**src/rtl/prog_loader_ram.sv**
```systemverilog
`default_nettype none
// ============================================================================
// Module      : prog_loader_ram
// Description : 256x8 program/data RAM with a framed byte-stream loader.
//               Frame: SYNC_BYTE, start address, length (0 = 256), data
//               bytes[, checksum]. The CPU is held in reset and disabled
//               while a frame is loaded. It is then released so that it
//               fetches from the start address. The release happens on the
//               next rising edge of its slave clock, clk_in.
// Ports       : clk_qzt      - system clock, all logic on posedge
//               reset        - synchronous, active-high
//               clk_in       - CPU slave clock, edge-detected on clk_qzt
//               rx_data/rx_valid/rx_ready - host byte stream
//               cpu_addr/cpu_wdata/cpu_we - CPU memory port (data_addr,
//                              data_out, write_en)
//               cpu_rdata    - RAM read data, 1 cycle latency
//               cpu_en/cpu_reset/cpu_res_addr - CPU control
//               busy         - high unless the CPU is running
//               load_done    - one-cycle pulse on entering RUN
//               err          - sticky checksum error
// Options     : LOADER_CHECKSUM_EN adds the checksum byte, the CHK and
//               ERROR states, and a live err output. When it is undefined,
//               err is tied low.
// Revision    : 1.0 - initial release
// ============================================================================
module prog_loader_ram #(
    parameter logic [7:0] SYNC_BYTE = 8'hA5,
    parameter int         MEM_DEPTH = 256
) (
    input  logic       clk_qzt,
    input  logic       reset,
    input  logic       clk_in,
    input  logic [7:0] rx_data,
    input  logic       rx_valid,
    output logic       rx_ready,
    input  logic [7:0] cpu_addr,
    input  logic [7:0] cpu_wdata,
    input  logic       cpu_we,
    output logic [7:0] cpu_rdata,
    output logic       cpu_en,
    output logic       cpu_reset,
    output logic [7:0] cpu_res_addr,
    output logic       busy,
    output logic       load_done,
    output logic       err
);

    localparam logic [2:0] S_IDLE    = 3'd0;
    localparam logic [2:0] S_ADDR    = 3'd1;
    localparam logic [2:0] S_LEN     = 3'd2;
    localparam logic [2:0] S_DATA    = 3'd3;
    localparam logic [2:0] S_CHK     = 3'd4;
    localparam logic [2:0] S_RELEASE = 3'd5;
    localparam logic [2:0] S_RUN     = 3'd6;
    localparam logic [2:0] S_ERROR   = 3'd7;

    logic [7:0] r_mem [0:MEM_DEPTH-1];

    logic [2:0] r_state;
    logic [2:0] w_next;
    logic [7:0] r_start;
    logic [7:0] r_ptr;
    logic [7:0] r_cnt;
    logic       r_clk_in_prev;
    logic       r_load_done;
    logic [7:0] r_cpu_rdata;

    logic       w_rx_ready;
    logic       w_cpu_en;
    logic       w_cpu_reset;
    logic       w_busy;
    logic       w_ld_we;
    logic       w_accept;
    logic       w_is_sync;
    logic       w_clk_rise;
    logic       w_mem_we;
    logic [7:0] w_mem_addr;
    logic [7:0] w_mem_wdata;

    assign w_accept   = rx_valid & w_rx_ready;
    assign w_is_sync  = (rx_data == SYNC_BYTE);
    assign w_clk_rise = clk_in & ~r_clk_in_prev;

`ifdef LOADER_CHECKSUM_EN
    logic [7:0] r_sum;
    logic       r_err;
    logic [7:0] w_chk_sum;
    assign w_chk_sum = r_sum + rx_data;
`endif

    // ------------------------------------------------------------------------
    // Next state and Moore-style control outputs
    // ------------------------------------------------------------------------
    always_comb begin
        w_next      = r_state;
        w_rx_ready  = 1'b1;
        w_cpu_en    = 1'b0;
        w_cpu_reset = 1'b1;
        w_busy      = 1'b1;
        w_ld_we     = 1'b0;
        case (r_state)
            S_IDLE: begin
                if (w_accept && w_is_sync) w_next = S_ADDR;
            end
            S_ADDR: begin
                if (w_accept) w_next = S_LEN;
            end
            S_LEN: begin
                if (w_accept) w_next = S_DATA;
            end
            S_DATA: begin
                if (w_accept) begin
                    w_ld_we = 1'b1;
                    // A length of 0 wraps through 255..1 and yields 256 bytes.
                    if (r_cnt == 8'd1) begin
`ifdef LOADER_CHECKSUM_EN
                        w_next = S_CHK;
`else
                        w_next = S_RELEASE;
`endif
                    end
                end
            end
`ifdef LOADER_CHECKSUM_EN
            S_CHK: begin
                if (w_accept) w_next = (w_chk_sum == 8'h00) ? S_RELEASE : S_ERROR;
            end
            S_ERROR: begin
                if (w_accept && w_is_sync) w_next = S_ADDR;
            end
`endif
            S_RELEASE: begin
                w_rx_ready = 1'b0;
                w_cpu_en   = 1'b1;
                if (w_clk_rise) w_next = S_RUN;
            end
            S_RUN: begin
                w_cpu_en    = 1'b1;
                w_cpu_reset = 1'b0;
                w_busy      = 1'b0;
                if (w_accept && w_is_sync) w_next = S_ADDR;
            end
            default: w_next = S_IDLE;
        endcase
    end

    // ------------------------------------------------------------------------
    // Loader registers
    // ------------------------------------------------------------------------
    always_ff @(posedge clk_qzt) begin
        if (reset) begin
            r_state       <= S_IDLE;
            r_start       <= 8'h00;
            r_ptr         <= 8'h00;
            r_cnt         <= 8'h00;
            r_clk_in_prev <= 1'b0;
            r_load_done   <= 1'b0;
            r_cpu_rdata   <= 8'h00;
        end else begin
            r_state       <= w_next;
            r_clk_in_prev <= clk_in;
            r_load_done   <= (r_state == S_RELEASE) && w_clk_rise;
            r_cpu_rdata   <= r_mem[cpu_addr];
            if (w_accept) begin
                case (r_state)
                    S_ADDR: begin
                        r_start <= rx_data;
                        r_ptr   <= rx_data;
                    end
                    S_LEN:  r_cnt <= rx_data;
                    S_DATA: begin
                        r_ptr <= r_ptr + 8'd1;
                        r_cnt <= r_cnt - 8'd1;
                    end
                    default: ;
                endcase
            end
        end
    end

`ifdef LOADER_CHECKSUM_EN
    // Running sum covers ADDR, LEN and data; CHK adds the checksum byte.
    always_ff @(posedge clk_qzt) begin
        if (reset) begin
            r_sum <= 8'h00;
            r_err <= 1'b0;
        end else begin
            if (w_accept) begin
                if (r_state == S_ADDR) begin
                    r_sum <= rx_data;
                end else if (r_state == S_LEN || r_state == S_DATA) begin
                    r_sum <= w_chk_sum;
                end
            end
            if (r_state == S_CHK && w_next == S_ERROR) begin
                r_err <= 1'b1;
            end else if (r_state == S_ERROR && w_accept && w_is_sync) begin
                r_err <= 1'b0;
            end
        end
    end
    assign err = r_err;
`else
    assign err = 1'b0;
`endif

    // ------------------------------------------------------------------------
    // RAM: the loader owns the write port outside RUN, the CPU inside RUN.
    // Writes are suppressed while reset is asserted so that a reset arriving
    // mid-load cannot commit one more byte.
    // ------------------------------------------------------------------------
    assign w_mem_we    = ~reset & (w_ld_we | ((r_state == S_RUN) & cpu_we));
    assign w_mem_addr  = w_ld_we ? r_ptr   : cpu_addr;
    assign w_mem_wdata = w_ld_we ? rx_data : cpu_wdata;

    always_ff @(posedge clk_qzt) begin
        if (w_mem_we) r_mem[w_mem_addr] <= w_mem_wdata;
    end

    assign rx_ready     = w_rx_ready;
    assign cpu_en       = w_cpu_en;
    assign cpu_reset    = w_cpu_reset;
    assign busy         = w_busy;
    assign load_done    = r_load_done;
    assign cpu_rdata    = r_cpu_rdata;
    // The CPU loads PC = res_addr + 1, so point one below the start address.
    assign cpu_res_addr = r_start - 8'd1;

endmodule
`default_nettype wire
```
**config.mk**
```make
export PLATFORM = sky130hd
export DESIGN_NAME = prog_loader_ram
export DESIGN_NICKNAME = d
export VERILOG_FILES = /design/src/rtl/prog_loader_ram.sv
export SDC_FILE = /design/constraint.sdc
export NUM_CORES = 2
export LEC_CHECK = 0
export CORE_MARGIN = 3
export CORE_UTILIZATION = 40
export DETAILED_ROUTE_END_ITERATION = 16
export DONT_BUFFER_PORTS = 1
export HOLD_SLACK_MARGIN = 0.12
export PLACE_DENSITY = 0.57
export SLEW_MARGIN = 25
export SYNTH_ARGS = -nofsm -noshare
export SYNTH_HDL_FRONTEND = slang
export SYNTH_SLANG_ARGS = --single-unit
```
**constraint.sdc**
```tcl
create_clock -name clk_qzt -period 9.2 [get_ports clk_qzt]
set_input_delay 1.84 -clock clk_qzt [delete_from_list [all_inputs] [get_ports clk_qzt]]
set_output_delay 1.84 -clock clk_qzt [all_outputs]
set_load 0.05 [all_outputs]
```
Yosys cells after proc, flatten, opt, wreduce, memory -nomap -nowiden
Memories as Yosys holds them, arrays and structs flattened. A register that Yosys moved wholly into a read port is not among the register bits. Index checks and enable logic that the tools add are counted.

Memories kept: 1. Memory bits (writable): 2048. Register bits: 29. Logic and storage cells: 59. Input bits: 29. Output and inout bits: 22.

Mux-type cells: 18. Equality and inequality tests: 13. Bitwise gates (word level): 7. Reduce and logical (&&, ||, !) cells: 11. Add/subtract/negate cells: 3.

Memories: r_mem (depth 256, width 8, read ports 1, clocked after memory_dff 1, write ports 1, line 57) `logic [7:0] r_mem [0:MEM_DEPTH-1];`.

Operators by type and width (number): $pmux W8 S2 (2); $mux W3 (6); $mux W8 (2); $sub A8 B1 Y8 const B (2); $pmux W3 S5 (1); $ne A2 B2 Y1 const B (5); $add A8 B1 Y8 const B (1); $eq A8 B1 Y1 const B (1); $eq A8 B8 Y1 const B (1); $mux W1 (7); $eq A3 B2 Y1 const B (2); $eq A3 B3 Y1 const B (2); $reduce_and A2 Y1 (3); $reduce_and A6 Y1 (1); $and A1 B1 Y1 (4); $reduce_bool A2 Y1 (2); $reduce_or A2 Y1 (2); $eq A3 B1 Y1 const B (1); $logic_not A3 Y1 (1); $logic_and A1 B1 Y1 (2); $ne A2 B1 Y1 const B (1); $not A1 Y1 (2); $or A1 B1 Y1 (1).

Depth between registers and ports, before layout
Word-level depth: 9. Gate-level depth with buffers: 12. Depth with buffers taken out: 7.

Least setup slack after synthesis
OpenSTA, ideal clock, no wires.

Kind: input-to-reg. Start: in rx_valid. End: mem r_mem[0][0] (data pin). Setup time: 0.823 ns. Arrival time: 5.790 ns. Stages: 6. Path slack: 2.587 ns. Required time: 8.377 ns. Cells stage by stage: inv_1 nor2_2 buf_2 buf_1 nand2_1 nand2_1.

Longest elaborated chain between the ends: 4.

Ends and longest elaborated chain: start, declared (line 34) `input logic rx_valid,`; $and A1 B1 Y1 (line 80) `assign w_accept = rx_valid & w_rx_ready;`; $mux W1 (line 112) `if (w_accept) begin`; $mux W1 (line 101) `case (r_state)`; $mux W8 (line 214) `assign w_mem_wdata = w_ld_we ? rx_data : cpu_wdata;`; named net w_mem_wdata[0] (line 78) `logic [7:0] w_mem_wdata;`; end, declared (line 57).

The timed path passes the listed nets, and every way through them passes these cells.

==> impl_results.md <==
* Port-buffer cells at 0
* Maximum vdd ir drop at 199 uV
* CP Capture Point: cpu_rdata[6]
* DR vias at 43400
* Power Density at 215 nW/um^2
* Cells after Synth at 4272
* Worst-Margin Slew at 1160 ps
* Clk buf depth at 3
* Reg2Reg Setup Slack at 4220 ps
* Fin util at 44.8%
* Power after layout at 19.9 mW
* Post-route antenna net violation count at 0
* Post-CTS setup buffer count at 0
* CTS resizes at 0
* Final setup vio count at 0
* Max-cap violation count at 0
* Initial cell density of the core at 40.5%
* DP Wirelength at 143000 um
* Post-synthesis sequential area ratio at 74.7%
* Clk pin slew, worst setup/hold paths at 60 ps
* R2R Path Start: r_state[0]
* Largest net degree at the start of global routing at 665
* Syn nets at 4305
* Total Neg Setup Slack at 0 ps
* # DRC at 0
* Initial antenna violation count at 13
* Clk_lat worst skew at 840 ps
* Slew HR at 22.6%
* Commonest cells after routing, fill and taps aside: edfxtp_1, nor2_1, mux2i_1
* Critical Path RT at 9940 ps
* Cell area after synthesis at 83300 um^2
* Post-synth top flop: edfxtp_1
* Count of pins over their slew limit at 0
* Syn_area_per_cell at 19.5 um^2
* First-pass GRT wire length at 335000 um
* Chip Width at 462 um
* Cell Rows at 166
* Final hold slack at 435 ps
* Worst r2r path cells at 8
* Most common cell after layout, fill and taps aside: edfxtp_1
* Vias per inst at 5.98
* I/O Pins at 51
* Worst setup margin at 3060 ps
* TritonCTS clock tree: done
* GR Overflow Total at 0
* CP Class: input pin to register
* Area Overhead vs Synth at 10.8%
* Fraction of layout cells with a size suffix above 1 at 15.3%
* Outcome: completed
* CTS Buf Count at 212
* Pleak at 28.9 nW
* DRT iter0 DRCs at 6037
* Core Region at 206000 um^2
* Post-place setup slack at 3560 ps
* Worst reg2reg endpoint: r_mem[253][4]
* Global-route usage over all layers at 21.9%
* Post-layout minimum cycle time at 6140 ps
* Worst min path class: register to register
* Arrival time at the worst endpoint at 6880 ps
* Post-Route WL at 239000 um
* Net count, final at 4324
* Number of H-tree branching levels at 4
* FMAX at 163 MHz
* RSZ-0062 raised after global routing: no
* Number of global-route vias before repair at 42500
* #FFs+latches synth at 2085
* Die height at 462 um
* Critical Path Start: cpu_addr[0]
* GP Congestion at 0.907
* Skew final at 35.7 ps
* Crit path capture type: register
* Distinct cell type count after synthesis at 88
* CTS Root Buffer Type: clkbuf_16
* Synth warnings at 0
* Critical Path Source Type: input pin
* Detailed Routing Iterations Pass 1 at 5
* CTS Sinks at 2085
* EDFF count, synth at 2048
* Hold_buf cts at 0
* Fin crit share at 66.7%
* CP Max Fanout at 154
* Die ar. at 214000 um^2
* Routed wire length per instance at 33.0 um
* Asr flop ratio synth at 0%
* Hold Vio Cnt, Final at 0
-- Yosys cell counts (all sizes together) (4+ instances only) --
cell type | instances | share of area [%]
edfxtp | 2048 | 74
nor2 | 324 | 1.5
o221ai | 69 | 0.74
o22ai | 69 | 0.53
a2111oi | 11 | 0.15
o32ai | 11 | 0.12
and2 | 10 | 0.075
mux4 | 373 | 11
o21ai | 60 | 0.36
a211oi | 43 | 0.39
nor3b | 6 | 0.054
a21oi | 83 | 0.50
or3 | 7 | 0.054
o31ai | 12 | 0.12
nand3 | 51 | 0.31
ha | 4 | 0.060
a221oi | 17 | 0.18
xor2 | 4 | 0.042
a22oi | 55 | 0.51
nand2b | 14 | 0.11
or2 | 5 | 0.038
clkbuf | 90 | 0.64
a31oi | 6 | 0.045
nor2b | 9 | 0.068
nor4 | 19 | 0.15
dfxtp | 37 | 0.89
nand2 | 174 | 0.79
mux2i | 314 | 3.8
mux2 | 12 | 0.16
nand4 | 20 | 0.15
nor3 | 65 | 0.39
buf | 168 | 1.9
inv | 6 | 0.027
and3 | 7 | 0.053
nand3b | 19 | 0.18
a211o | 5 | 0.053
-- stage by stage --
stage / instances / area [um^2]
4_1_cts: 7238 / 92100
5_1_grt: 7245 / 92300
3_5_place_dp: 6843 / 85300
2_1_floorplan: 4272 / 83300
6_report: 7251 / 92300
3_3_place_gp: 6841 / 85200
-- sequential cells by signal, indices dropped and copies added (netlist names) --
register       count
cpu_rdata          8
load_done          1
r_clk_in_prev      1
r_cnt              8
r_mem           2048
r_ptr              8
r_start            8
r_state            3
-- worst min-delay path by stage --
stage	startpoint	cells after the start	to	slack [ps]
floorplan	r_clk_in_prev	1	load_done	400
finish	r_clk_in_prev	1	load_done	430
global placement	r_clk_in_prev	1	load_done	410
CTS	r_clk_in_prev	1	load_done	440
global route	r_clk_in_prev	1	load_done	470
detailed placement	r_clk_in_prev	1	load_done	430
-- per-layer routing --
metal / routed length, um / vias up / track usage (%)
li1: - / 17700 / -
met1: 97400 / 23000 / 30.7
met2: 109000 / 2272 / 33.2
met3: 23000 / 418 / 5.47
met4: 9440 / 6 / 8.19
met5: 47 / - / 0
-- power by group --
group,switching [mW],internal [mW],leakage [nW]
Sequential,0.0361,10.4,18.7
Clock,3.63,4.87,3.35
Combinational,0.624,0.277,6.88
Total,4.29,15.6,28.9
-- final cells by class --
type | instances | area, um^2
fill | 17300 | 114000
sequential | 2085 | 62200
multi-input combinational | 1919 | 19000
clock buffer | 261 | 5590
tap | 2772 | 3470
clock inverter | 134 | 1240
timing repair buffer | 65 | 674
inverter | 8 | 32.5
antenna | 7 | 17.5
-- critical path, cell delays in order --
cell and delay, ps:
buf_16 750, buf_16 690, buf_16 540, mux2i_1 230, o221ai_1 320, a21oi_1 380, a2111oi_1 1040, nand4_1 510
o22ai_1 250
-- kinds of logic after synthesis --
kind of cell	share of synthesized area [%]
adder cells (fa/ha/maj)	0.0601
AND/OR/NAND/NOR	4.08
flip-flops	74.7
AO/OA/AOI/OAI	3.90
multiplexers	14.6
buffers and inverters	2.61
XOR/XNOR	0.0526
other	0.00450
Note: power is estimated with default switching activity, not from simulation.
